`config.mk`:
```
export PLATFORM = sky130hd
export DESIGN_NAME = pipeline_hazard_controller_flat
export DESIGN_NICKNAME = d
export VERILOG_FILES = /design/src/rtl/pipeline_hazard_controller_if.sv /design/src/rtl/pipeline_hazard_controller.sv /design/src/flat_wrapper.sv
export SDC_FILE = /design/constraint.sdc
export NUM_CORES = 1
export LEC_CHECK = 0
export BUFFER_PORTS_ARGS = -buffer_cell sky130_fd_sc_hd__buf_2
export CAP_MARGIN = 20
export CORE_MARGIN = 5
export CORE_UTILIZATION = 29
export CTS_CLUSTER_SIZE = 25
export DETAILED_ROUTE_END_ITERATION = 8
export PLACE_DENSITY = 0.63
export SKIP_LAST_GASP = 1
export SYNTH_ARGS = -nofsm -noshare
export SYNTH_HDL_FRONTEND = slang
export SYNTH_SLANG_ARGS = --single-unit
```
`constraint.sdc`:
```
create_clock -name clk -period 2.1 [get_ports clk]
set_input_delay 0.315 -clock clk [delete_from_list [all_inputs] [get_ports clk]]
set_output_delay 0.315 -clock clk [all_outputs]
set_load 0.02 [all_outputs]
```
`src/rtl/pipeline_hazard_controller_if.sv`:
```
`default_nettype none
// ============================================================================
// Module  : pipeline_hazard_controller_if
// Brief   : Decode/EXE/MEM hazard and memory-handshake bundle for the
//           pipeline hazard controller.
// Rev     : 1.0  initial release
// ============================================================================
interface pipeline_hazard_controller_if #(
    parameter int CNT_W = 16
);
    logic [3:0]       src1In;
    logic [3:0]       src2In;
    logic             TwoSrcIn;
    logic [3:0]       EXE_DestIn;
    logic             EXE_WB_ENIn;
    logic             EXE_MEM_R_ENIn;
    logic [3:0]       MEM_DestIn;
    logic             MEM_WB_ENIn;
    logic             memReqIn;
    logic             memReadyIn;
    logic             branchTakenIn;
    logic             HazardOut;
    logic             freezeOut;
    logic             memStallOut;
    logic             flushOut;
    logic             timeoutErrOut;
    logic [1:0]       stateOut;
    logic [CNT_W-1:0] stallCntOut;
    logic [CNT_W-1:0] flushCntOut;

    modport master (
        output src1In, src2In, TwoSrcIn, EXE_DestIn, EXE_WB_ENIn, EXE_MEM_R_ENIn,
               MEM_DestIn, MEM_WB_ENIn, memReqIn, memReadyIn, branchTakenIn,
        input  HazardOut, freezeOut, memStallOut, flushOut, timeoutErrOut,
               stateOut, stallCntOut, flushCntOut
    );

    modport slave (
        input  src1In, src2In, TwoSrcIn, EXE_DestIn, EXE_WB_ENIn, EXE_MEM_R_ENIn,
               MEM_DestIn, MEM_WB_ENIn, memReqIn, memReadyIn, branchTakenIn,
        output HazardOut, freezeOut, memStallOut, flushOut, timeoutErrOut,
               stateOut, stallCntOut, flushCntOut
    );
endinterface
`default_nettype wire

```
`src/rtl/pipeline_hazard_controller.sv`:
```
`default_nettype none
// ============================================================================
// Module  : pipeline_hazard_controller
// Brief   : Stall/flush sequencer: RAW hazard detect, memory wait FSM with
//           timeout, taken-branch flush, saturating statistics.
//           Option macro FORWARDING_EN reduces hazard detect to load-use only.
// Rev     : 1.0  initial release
// ============================================================================
module pipeline_hazard_controller #(
    parameter int TIMEOUT_CYCLES = 64,
    parameter int CNT_W          = 16
) (
    input  wire logic                   clk,
    input  wire logic                   rst,
    pipeline_hazard_controller_if.slave bus
);
    localparam int              WAIT_W      = $clog2(TIMEOUT_CYCLES) + 1;
    localparam logic [WAIT_W-1:0] c_WAIT_LAST = WAIT_W'(TIMEOUT_CYCLES - 1);
    localparam logic [WAIT_W-1:0] c_WAIT_ONE  = WAIT_W'(1);
    localparam logic [1:0]      ST_RUN      = 2'd0;
    localparam logic [1:0]      ST_MEM_WAIT = 2'd1;

    logic [1:0]        state_q, state_d;
    logic [WAIT_W-1:0] wait_cnt_q, wait_cnt_d;
    logic              timeout_err_q, timeout_err_d;
    logic [CNT_W-1:0]  stall_cnt_q, stall_cnt_d;
    logic [CNT_W-1:0]  flush_cnt_q, flush_cnt_d;

    logic w_raw_hazard;
    logic w_mem_stall;
    logic w_flush;
    logic w_hazard;
    logic w_freeze;

`ifdef FORWARDING_EN
    logic [4:0] w_unused_mem;
    assign w_unused_mem = {bus.MEM_DestIn, bus.MEM_WB_ENIn};
    assign w_raw_hazard = bus.EXE_MEM_R_ENIn & bus.EXE_WB_ENIn &
                          ((bus.src1In == bus.EXE_DestIn) |
                           (bus.TwoSrcIn & (bus.src2In == bus.EXE_DestIn)));
`else
    logic w_unused_ld;
    assign w_unused_ld  = bus.EXE_MEM_R_ENIn;
    assign w_raw_hazard = (bus.EXE_WB_ENIn & (bus.src1In == bus.EXE_DestIn)) |
                          (bus.MEM_WB_ENIn & (bus.src1In == bus.MEM_DestIn)) |
                          (bus.TwoSrcIn &
                           ((bus.EXE_WB_ENIn & (bus.src2In == bus.EXE_DestIn)) |
                            (bus.MEM_WB_ENIn & (bus.src2In == bus.MEM_DestIn))));
`endif

    always_ff @(posedge clk or posedge rst) begin
        if (rst) begin
            state_q       <= ST_RUN;
            wait_cnt_q    <= '0;
            timeout_err_q <= 1'b0;
            stall_cnt_q   <= '0;
            flush_cnt_q   <= '0;
        end else begin
            state_q       <= state_d;
            wait_cnt_q    <= wait_cnt_d;
            timeout_err_q <= timeout_err_d;
            stall_cnt_q   <= stall_cnt_d;
            flush_cnt_q   <= flush_cnt_d;
        end
    end

    always_comb begin
        state_d       = state_q;
        wait_cnt_d    = wait_cnt_q;
        timeout_err_d = timeout_err_q;
        case (state_q)
            ST_RUN: begin
                if (w_mem_stall) begin
                    state_d    = ST_MEM_WAIT;
                    wait_cnt_d = c_WAIT_ONE;
                end
            end
            ST_MEM_WAIT: begin
                if (bus.memReadyIn) begin
                    state_d    = ST_RUN;
                    wait_cnt_d = '0;
                end else if (wait_cnt_q == c_WAIT_LAST) begin
                    // Forced release: the access is abandoned and flagged
                    state_d       = ST_RUN;
                    wait_cnt_d    = '0;
                    timeout_err_d = 1'b1;
                end else begin
                    wait_cnt_d = wait_cnt_q + c_WAIT_ONE;
                end
            end
            default: begin
                state_d    = ST_RUN;
                wait_cnt_d = '0;
            end
        endcase

        stall_cnt_d = stall_cnt_q;
        if (w_freeze && (stall_cnt_q != {CNT_W{1'b1}}))
            stall_cnt_d = stall_cnt_q + 1'b1;
        flush_cnt_d = flush_cnt_q;
        if (w_flush && (flush_cnt_q != {CNT_W{1'b1}}))
            flush_cnt_d = flush_cnt_q + 1'b1;
    end

    always_comb begin
        w_mem_stall = 1'b0;
        case (state_q)
            ST_RUN:      w_mem_stall = bus.memReqIn & ~bus.memReadyIn;
            ST_MEM_WAIT: w_mem_stall = ~bus.memReadyIn & (wait_cnt_q != c_WAIT_LAST);
            default:     w_mem_stall = 1'b0;
        endcase
        w_mem_stall = w_mem_stall & ~rst;
        // Branch wins over hazard; both yield to a memory freeze
        w_flush  = ~rst & bus.branchTakenIn & ~w_mem_stall;
        w_hazard = ~rst & w_raw_hazard & ~w_flush & ~w_mem_stall;
        w_freeze = w_hazard | w_mem_stall;
    end

    assign bus.HazardOut     = w_hazard;
    assign bus.freezeOut     = w_freeze;
    assign bus.memStallOut   = w_mem_stall;
    assign bus.flushOut      = w_flush;
    assign bus.timeoutErrOut = timeout_err_q;
    assign bus.stateOut      = state_q;
    assign bus.stallCntOut   = stall_cnt_q;
    assign bus.flushCntOut   = flush_cnt_q;
endmodule
`default_nettype wire
```
`src/flat_wrapper.sv`:
```
// flat-port wrapper written by rule: the top's interface ports become plain ports
module pipeline_hazard_controller_flat 
#(
    parameter int TIMEOUT_CYCLES = 64,
    parameter int CNT_W          = 16
)
  (clk, rst, bus_src1In, bus_src2In, bus_TwoSrcIn, bus_EXE_DestIn, bus_EXE_WB_ENIn, bus_EXE_MEM_R_ENIn, bus_MEM_DestIn, bus_MEM_WB_ENIn, bus_memReqIn, bus_memReadyIn, bus_branchTakenIn, bus_HazardOut, bus_freezeOut, bus_memStallOut, bus_flushOut, bus_timeoutErrOut, bus_stateOut, bus_stallCntOut, bus_flushCntOut);
  pipeline_hazard_controller_if #(.CNT_W(CNT_W)) bus_i ();
  input  wire logic clk;
  input  wire logic rst;
  input wire logic [$bits(bus_i.src1In)-1:0] bus_src1In;
  input wire logic [$bits(bus_i.src2In)-1:0] bus_src2In;
  input wire logic [$bits(bus_i.TwoSrcIn)-1:0] bus_TwoSrcIn;
  input wire logic [$bits(bus_i.EXE_DestIn)-1:0] bus_EXE_DestIn;
  input wire logic [$bits(bus_i.EXE_WB_ENIn)-1:0] bus_EXE_WB_ENIn;
  input wire logic [$bits(bus_i.EXE_MEM_R_ENIn)-1:0] bus_EXE_MEM_R_ENIn;
  input wire logic [$bits(bus_i.MEM_DestIn)-1:0] bus_MEM_DestIn;
  input wire logic [$bits(bus_i.MEM_WB_ENIn)-1:0] bus_MEM_WB_ENIn;
  input wire logic [$bits(bus_i.memReqIn)-1:0] bus_memReqIn;
  input wire logic [$bits(bus_i.memReadyIn)-1:0] bus_memReadyIn;
  input wire logic [$bits(bus_i.branchTakenIn)-1:0] bus_branchTakenIn;
  output wire logic [$bits(bus_i.HazardOut)-1:0] bus_HazardOut;
  output wire logic [$bits(bus_i.freezeOut)-1:0] bus_freezeOut;
  output wire logic [$bits(bus_i.memStallOut)-1:0] bus_memStallOut;
  output wire logic [$bits(bus_i.flushOut)-1:0] bus_flushOut;
  output wire logic [$bits(bus_i.timeoutErrOut)-1:0] bus_timeoutErrOut;
  output wire logic [$bits(bus_i.stateOut)-1:0] bus_stateOut;
  output wire logic [$bits(bus_i.stallCntOut)-1:0] bus_stallCntOut;
  output wire logic [$bits(bus_i.flushCntOut)-1:0] bus_flushCntOut;
  assign bus_i.src1In = bus_src1In;
  assign bus_i.src2In = bus_src2In;
  assign bus_i.TwoSrcIn = bus_TwoSrcIn;
  assign bus_i.EXE_DestIn = bus_EXE_DestIn;
  assign bus_i.EXE_WB_ENIn = bus_EXE_WB_ENIn;
  assign bus_i.EXE_MEM_R_ENIn = bus_EXE_MEM_R_ENIn;
  assign bus_i.MEM_DestIn = bus_MEM_DestIn;
  assign bus_i.MEM_WB_ENIn = bus_MEM_WB_ENIn;
  assign bus_i.memReqIn = bus_memReqIn;
  assign bus_i.memReadyIn = bus_memReadyIn;
  assign bus_i.branchTakenIn = bus_branchTakenIn;
  assign bus_HazardOut = bus_i.HazardOut;
  assign bus_freezeOut = bus_i.freezeOut;
  assign bus_memStallOut = bus_i.memStallOut;
  assign bus_flushOut = bus_i.flushOut;
  assign bus_timeoutErrOut = bus_i.timeoutErrOut;
  assign bus_stateOut = bus_i.stateOut;
  assign bus_stallCntOut = bus_i.stallCntOut;
  assign bus_flushCntOut = bus_i.flushCntOut;
  pipeline_hazard_controller #(.TIMEOUT_CYCLES(TIMEOUT_CYCLES), .CNT_W(CNT_W)) u_core (.clk(clk), .rst(rst), .bus(bus_i));
endmodule
```
-- Yosys cells after proc, flatten, opt, wreduce, memory -nomap -nowiden
Cells that the tools add are included.
Widths: inputs -> output; s select.
- $add $sub $neg: 3
- equality and inequality tests: 11
- mux-type cells: 9
- bitwise operators: 21
- reductions and logical operators: 5
- operator list (operator ; count):
    $add 16x1->16 const B ; 2
    $ne 16x16->1 const B ; 2
    $mux 7 ; 3
    $eq 4x4->1 ; 4
    $pmux 7 s2 ; 1
    $and 1x1->1 ; 13
    $add 7x1->7 const B ; 1
    $eq 7x6->1 const B ; 1
    $ne 7x6->1 const B ; 1
    $mux 2 ; 3
    $not 1->1 ; 4
    $or 1x1->1 ; 4
    $pmux 2 s2 ; 1
    $ne 3x2->1 const B ; 1
    $reduce_and 3->1 ; 1
    $eq 2x1->1 const B ; 1
    $logic_and 1x1->1 ; 2
    $logic_not 2->1 ; 1
    $ne 2x2->1 const B ; 1
    $pmux 1 s2 ; 1
    $reduce_and 2->1 ; 1
- register bits after elaboration: 42
- output and inout port bits: 39
- word-level logic and storage cells: 54

-- Depth between registers and ports, before layout
- depth in word-level cells: 11
- depth in mapped cells: 9
- depth with buffers taken out: 9

-- Worst setup path before layout
OpenSTA, ideal clock, no wires.
- path kind: input -> register
- from: input port rst
- to: register u_core.stall_cnt_q[9], in the netlist u_core.bus.stallCntOut[9]
- data arrival time: 2.313 ns
- data required time: 2.020 ns
- path slack: -0.293 ns
- stages on the path: 6
- cells stage by stage: inv_1 -> and2_1 -> o21ai_1 -> buf_2 -> nor3_1 -> xor2_1
- word-level cells in the longest chain between the ends: 9
- elaborated cells on any way between the ends: 11
- ends and longest elaborated chain (what ; line ; source):
    start, declared ; flat_wrapper.sv:10 ; input wire logic rst;
    $not 1->1 * ; pipeline_hazard_controller.sv:112 ; w_mem_stall = w_mem_stall & ~rst;
    $and 1x1->1 * ; pipeline_hazard_controller.sv:112 ;
    net bus_memStallOut ; flat_wrapper.sv:24 ; output wire logic [$bits(bus_i.memStallOut)-1:0] bus_memStallOut;
    $not 1->1 ; pipeline_hazard_controller.sv:114, pipeline_hazard_controller.sv:115 ;
    $and 1x1->1 ; pipeline_hazard_controller.sv:114 ; w_flush = ~rst & bus.branchTakenIn & ~w_mem_stall;
    $not 1->1 ; pipeline_hazard_controller.sv:115 ; w_hazard = ~rst & w_raw_hazard & ~w_flush & ~w_mem_stall;
    $and 1x1->1 (2 in series) ; pipeline_hazard_controller.sv:115 ;
    $or 1x1->1 * ; pipeline_hazard_controller.sv:116 ; w_freeze = w_hazard | w_mem_stall;
    $logic_and 1x1->1 * ; pipeline_hazard_controller.sv:98 ; if (w_freeze && (stall_cnt_q != {CNT_W{1'b1}}))
    end signal, assigned ; pipeline_hazard_controller.sv:62 ; stall_cnt_q <= stall_cnt_d;
    end, declared ; pipeline_hazard_controller.sv:26 ; logic [CNT_W-1:0] stall_cnt_q, stall_cnt_d;
The timed path passes the listed nets; every way through them passes the cells marked *.
A chain may end at the register's enable or synchronous reset.

-- Worst setup path after layout
- from: register u_core.wait_cnt_q[1]
- to: output port bus_freezeOut
- word-level cells in the longest chain between the ends: 10
- ends and longest elaborated chain (what ; line ; source):
    start, declared ; pipeline_hazard_controller.sv:24 ; logic [WAIT_W-1:0] wait_cnt_q, wait_cnt_d;
    start signal, assigned ; pipeline_hazard_controller.sv:60 ; wait_cnt_q <= wait_cnt_d;
    $ne 7x6->1 * ; pipeline_hazard_controller.sv:109 ; ST_MEM_WAIT: w_mem_stall = ~bus.memReadyIn & (wait_cnt_q != c_WAIT_LAST);
    $and 1x1->1 * ; pipeline_hazard_controller.sv:109 ;
    $pmux 1 s2 * ; pipeline_hazard_controller.sv:107 ; case (state_q)
    $and 1x1->1 * ; pipeline_hazard_controller.sv:112 ;
    $not 1->1 ; pipeline_hazard_controller.sv:114, pipeline_hazard_controller.sv:115 ;
    $and 1x1->1 ; pipeline_hazard_controller.sv:114 ;
    $not 1->1 ; pipeline_hazard_controller.sv:115 ;
    $and 1x1->1 (2 in series) ; pipeline_hazard_controller.sv:115 ;
    $or 1x1->1 * ; pipeline_hazard_controller.sv:116 ;
    end, declared ; flat_wrapper.sv:23 ; output wire logic [$bits(bus_i.freezeOut)-1:0] bus_freezeOut;
Every way passes the cells marked *; elsewhere a longest branch is shown, timed or not.

==> run summary <==
Clock tree
* **clock tree root driver cell** sky130_fd_sc_hd__clkbuf_8
* **H-tree levels** 2
* **Clk Latency, worst-skew pair** 0.29 ns
* **clock tree from TritonCTS** yes
* **clk slew on worst S/H paths** 0.08 ns
* **clock buffers created by TritonCTS** 5
* **total number of clock tree sinks** 41
* **number of buffers on the longest clock path** 2

Power
* **relative contribution of combinational cells to total power** 30.4%
* **Lkg Pwr** 1.514 nW
* **sequential share of power** 43.0%
* **net switching power figure** 0.8013 mW
* **post-layout power** 2.353 mW
* **Switching Fraction** 34.05%
* **Cell Pwr Density** 769.6 mW/mm²
* **largest vdd supply drop** 315.0 µV
* **cell internal power dissipation** 1.552 mW
* **clock group share of total power** 26.6%

Synth
* **area of the mapped netlist** 0.002186 mm²
* **portion of synthesized cell area occupied by the leading cell type** 46.94%
* **syn avg cell area** 10.41 µm²
* **Synth Warn #** 0
* **number of cells produced by synthesis** 210
* **fraction of registers with async set or reset after synthesis** 100.0%
* **Seq/Total Area, Yosys** 46.94%
* **number of register bits inferred by synthesis** 41
* **ranking of synthesized cells by area** sky130_fd_sc_hd__dfrtp_1 47%, sky130_fd_sc_hd__xor2_1 9.2%, sky130_fd_sc_hd__xnor2_1 8.4%, sky130_fd_sc_hd__nand3_1 3.2%, sky130_fd_sc_hd__and3_1 2.6%
* **library cell with the largest summed area after synthesis** sky130_fd_sc_hd__dfrtp_1
* **Unique masters post-synth** 40
* **number of enable flip-flop cells after synthesis** 0
* **Post-synth top flop** sky130_fd_sc_hd__dfrtp_1
* **Synthesized Nets** 238

Floorplanning
* **number of primary I/O pins** 64
* **Core Area** 0.007292 mm²
* **Die X-Extent** 96.82 µm
* **die outline area** 0.009374 mm²
* **initial core utilization** 29.98%
* **Die Y-Extent** 96.82 µm
* **Rows** 31

Route
* **routed metal-1 wire length** 2510 µm
* **total via count after detailed routing** 1903
* **Routed WL per cell** 13.38 µm
* **remaining antenna violation count** 0
* **met2 routed WL** 2582 µm
* **top sig layer** met4
* **detailed route wirelength on metal3** 265 µm
* **drt pass-1 iters** 5
* **total detailed-routing wirelength** 5458 µm
* **DR vias/cell** 4.664
* **DRC** 0
* **DR iter-0 viols** 65

Cells and area
* **Core Util, Final** 41.94%
* **number of non-filler instances in the completed layout** 408
* **share of final-layout standard cells stronger than drive strength 1** 40.78%
* **Layout area overhead** 39.90%
* **count of antenna diodes in the layout** 0
* **cell area after layout** 0.003058 mm²
* **count of nets after finishing** 336
* **commonest non-fill, non-tap cell in the layout** sky130_fd_sc_hd__buf_2
* **filler cell count in the final layout** 756
* **commonest non-fill, non-tap cells in the layout** 57 x sky130_fd_sc_hd__buf_2, 37 x sky130_fd_sc_hd__dfrtp_1, 32 x sky130_fd_sc_hd__buf_4, 23 x sky130_fd_sc_hd__xor2_1, 21 x sky130_fd_sc_hd__xnor2_1

Setup path
* **worst path required time** 1.78 ns
* **Critical Setup Path Class** flop to output port
* **crit-path max FO** 5
* **nature of the critical path endpoint** output port
* **Worst setup startpoint** u_core.wait_cnt_q[1]
* **Critical Path Start Type** flop
* **Reg-to-Reg Start** u_core.wait_cnt_q[1]
* **arrival time reported for the critical path endpoint** 1.80 ns

Timing
* **Hold Fails Final Rpt** 0
* **final setup skew** 0.009539 ns
* **tightest hold margin** 0.2532 ns
* **setup tns final** -0.01070 ns
* **final period demand of the worst path** 2.111 ns
* **Peak Freq** 473.8 MHz
* **Final Worst Setup Slack** -0.01070 ns
* **Final Setup Violations** 1
* **Tcrit/Tclk final** 100.5%
* **number of pins with negative max-slew slack in the final report** 0
* **unrepaired setup endpoints after global routing** true
* **Slew headroom** 62.61%
* **slew of the pin with the lowest slew margin** 0.5583 ns

Global routing
* **number of global-route vias before repair** 1923
* **maximum number of pins on one net before global-route repair** 42
* **combined global-route utilization of all metal layers** 11.84%
* **global-route wire length before repair** 9308 µm
* **number of antenna violations at the first check in global routing** 0
* **GR Overflow Total** 0

Placed design
* **Post-Place Setup Slack** -0.02984 ns
* **number of I/O port buffers** 61
* **detailed-placement wirelength estimate** 4210 µm
* **Cell Count Post-Placement** 393
* **final RePlAce weighted congestion** 0.8006
* **placed inst area** 0.002833 mm²

Min path
* **launch point of the worst hold path** bus_memReadyIn
* **class of the worst hold path** input pin to flop

Run status
* **violations in the final reports** negative setup slack
* **status** finished with violations

Run
* **total of max-cap violations** 0

cells by family after synthesis:
logic type                 after synthesis  share of synthesized area (%)
other                                    1                         0.1716
and+or+nand+nor                         85                          21.69
xor gates and xnor gates                44                          17.63
DFF                                     41                          46.94
muxes                                    2                          1.030
adders and majority gates                3                          1.717
buffers and inverters                    8                          1.660
AOI/OAI and AO/OA                       26                          9.158
per-layer routing:
| metal | track usage, % | vias to the layer above |
|---|---|---|
| met5 | 0 | - |
| met4 | 3.240 | 0 |
| met3 | 2.878 | 8 |
| met2 | 18.95 | 59 |
| met1 | 15.92 | 896 |
| li1 | - | 940 |
final cells by class:
type                       instances  area [µm²]  area share (%)
timing repair buffer              93       570.5           18.66
inverter                           5       22.52          0.7365
tap                               99       123.9           4.051
clock buffer                       6       72.57           2.373
sequential                        41        1031           33.72
clock inverter                     2       35.03           1.146
multi-input combinational        162        1202           39.32
Yosys cell counts (2+ instances only):
cell,n
sky130_fd_sc_hd__xnor2_1,21
sky130_fd_sc_hd__xor2_1,23
sky130_fd_sc_hd__a21o_1,2
sky130_fd_sc_hd__ha_1,3
sky130_fd_sc_hd__a31oi_1,4
sky130_fd_sc_hd__nor4_1,3
sky130_fd_sc_hd__inv_1,5
sky130_fd_sc_hd__a22o_1,3
sky130_fd_sc_hd__o21ai_0,4
sky130_fd_sc_hd__a21oi_1,4
sky130_fd_sc_hd__nand4_1,9
sky130_fd_sc_hd__nor2_1,15
sky130_fd_sc_hd__nand2_1,14
sky130_fd_sc_hd__o31ai_1,2
sky130_fd_sc_hd__nand4b_1,2
sky130_fd_sc_hd__dfrtp_1,41
sky130_fd_sc_hd__buf_2,2
sky130_fd_sc_hd__nand2b_1,2
sky130_fd_sc_hd__nand3_1,14
sky130_fd_sc_hd__mux2_2,2
sky130_fd_sc_hd__and3_1,9
sky130_fd_sc_hd__and2_1,2
sky130_fd_sc_hd__nor3_1,7
worst paths after layout:
path	end	slack [ns]	depth (start not counted)
worst max-delay path	bus_freezeOut	-0.01	7
worst min-delay path	u_core.bus.stateOut[0]	0.25	2
worst max register to register	u_core.bus.flushCntOut[14]	0.03	9
worst min register to register	u_core.bus.timeoutErrOut	0.46	1
max in group asynchronous	u_core.bus.stallCntOut[3]	1.43	3
min in group asynchronous	u_core.wait_cnt_q[6]	0.28	3
state kept, by name, indices dropped and copies added (netlist names):
name,cells
u_core.bus.flushCntOut,16
u_core.bus.stallCntOut,16
u_core.wait_cnt_q,7
u_core.bus.stateOut,1
u_core.bus.timeoutErrOut,1
timing repair:
item / CTS / global route
cloned: 0 / 1
endpoints found under the hold margin: 0 / 0
setup endpoints to repair: 6 / 25
setup buffers: 5 / 1
resized for setup: 11 / 6
pin swaps: 9 / 10
hold buffers: 0 / 0
power by group through the flow:
stage | Clock (mW) | Combinational [mW] | Sequential, mW
2_1_floorplan | 0 | 0.282 | 1.14
3_3_place_gp | 0 | 0.683 | 1.03
3_5_place_dp | 0 | 0.695 | 1.03
4_1_cts | 0.644 | 0.717 | 1.01
5_1_grt | 0.679 | 0.791 | 1.04
6_report | 0.626 | 0.715 | 1.01
critical path, stage by stage, from the launching register on:
cell,delay (ns)
sky130_fd_sc_hd__dfrtp_1,0.39
sky130_fd_sc_hd__ha_2,0.20
sky130_fd_sc_hd__nand3_2,0.09
sky130_fd_sc_hd__nor3_4,0.05
sky130_fd_sc_hd__a211oi_4,0.28
sky130_fd_sc_hd__and2_4,0.21
sky130_fd_sc_hd__nand2b_4,0.15
sky130_fd_sc_hd__buf_4,0.15
Note: power is estimated with default switching activity, not from simulation.
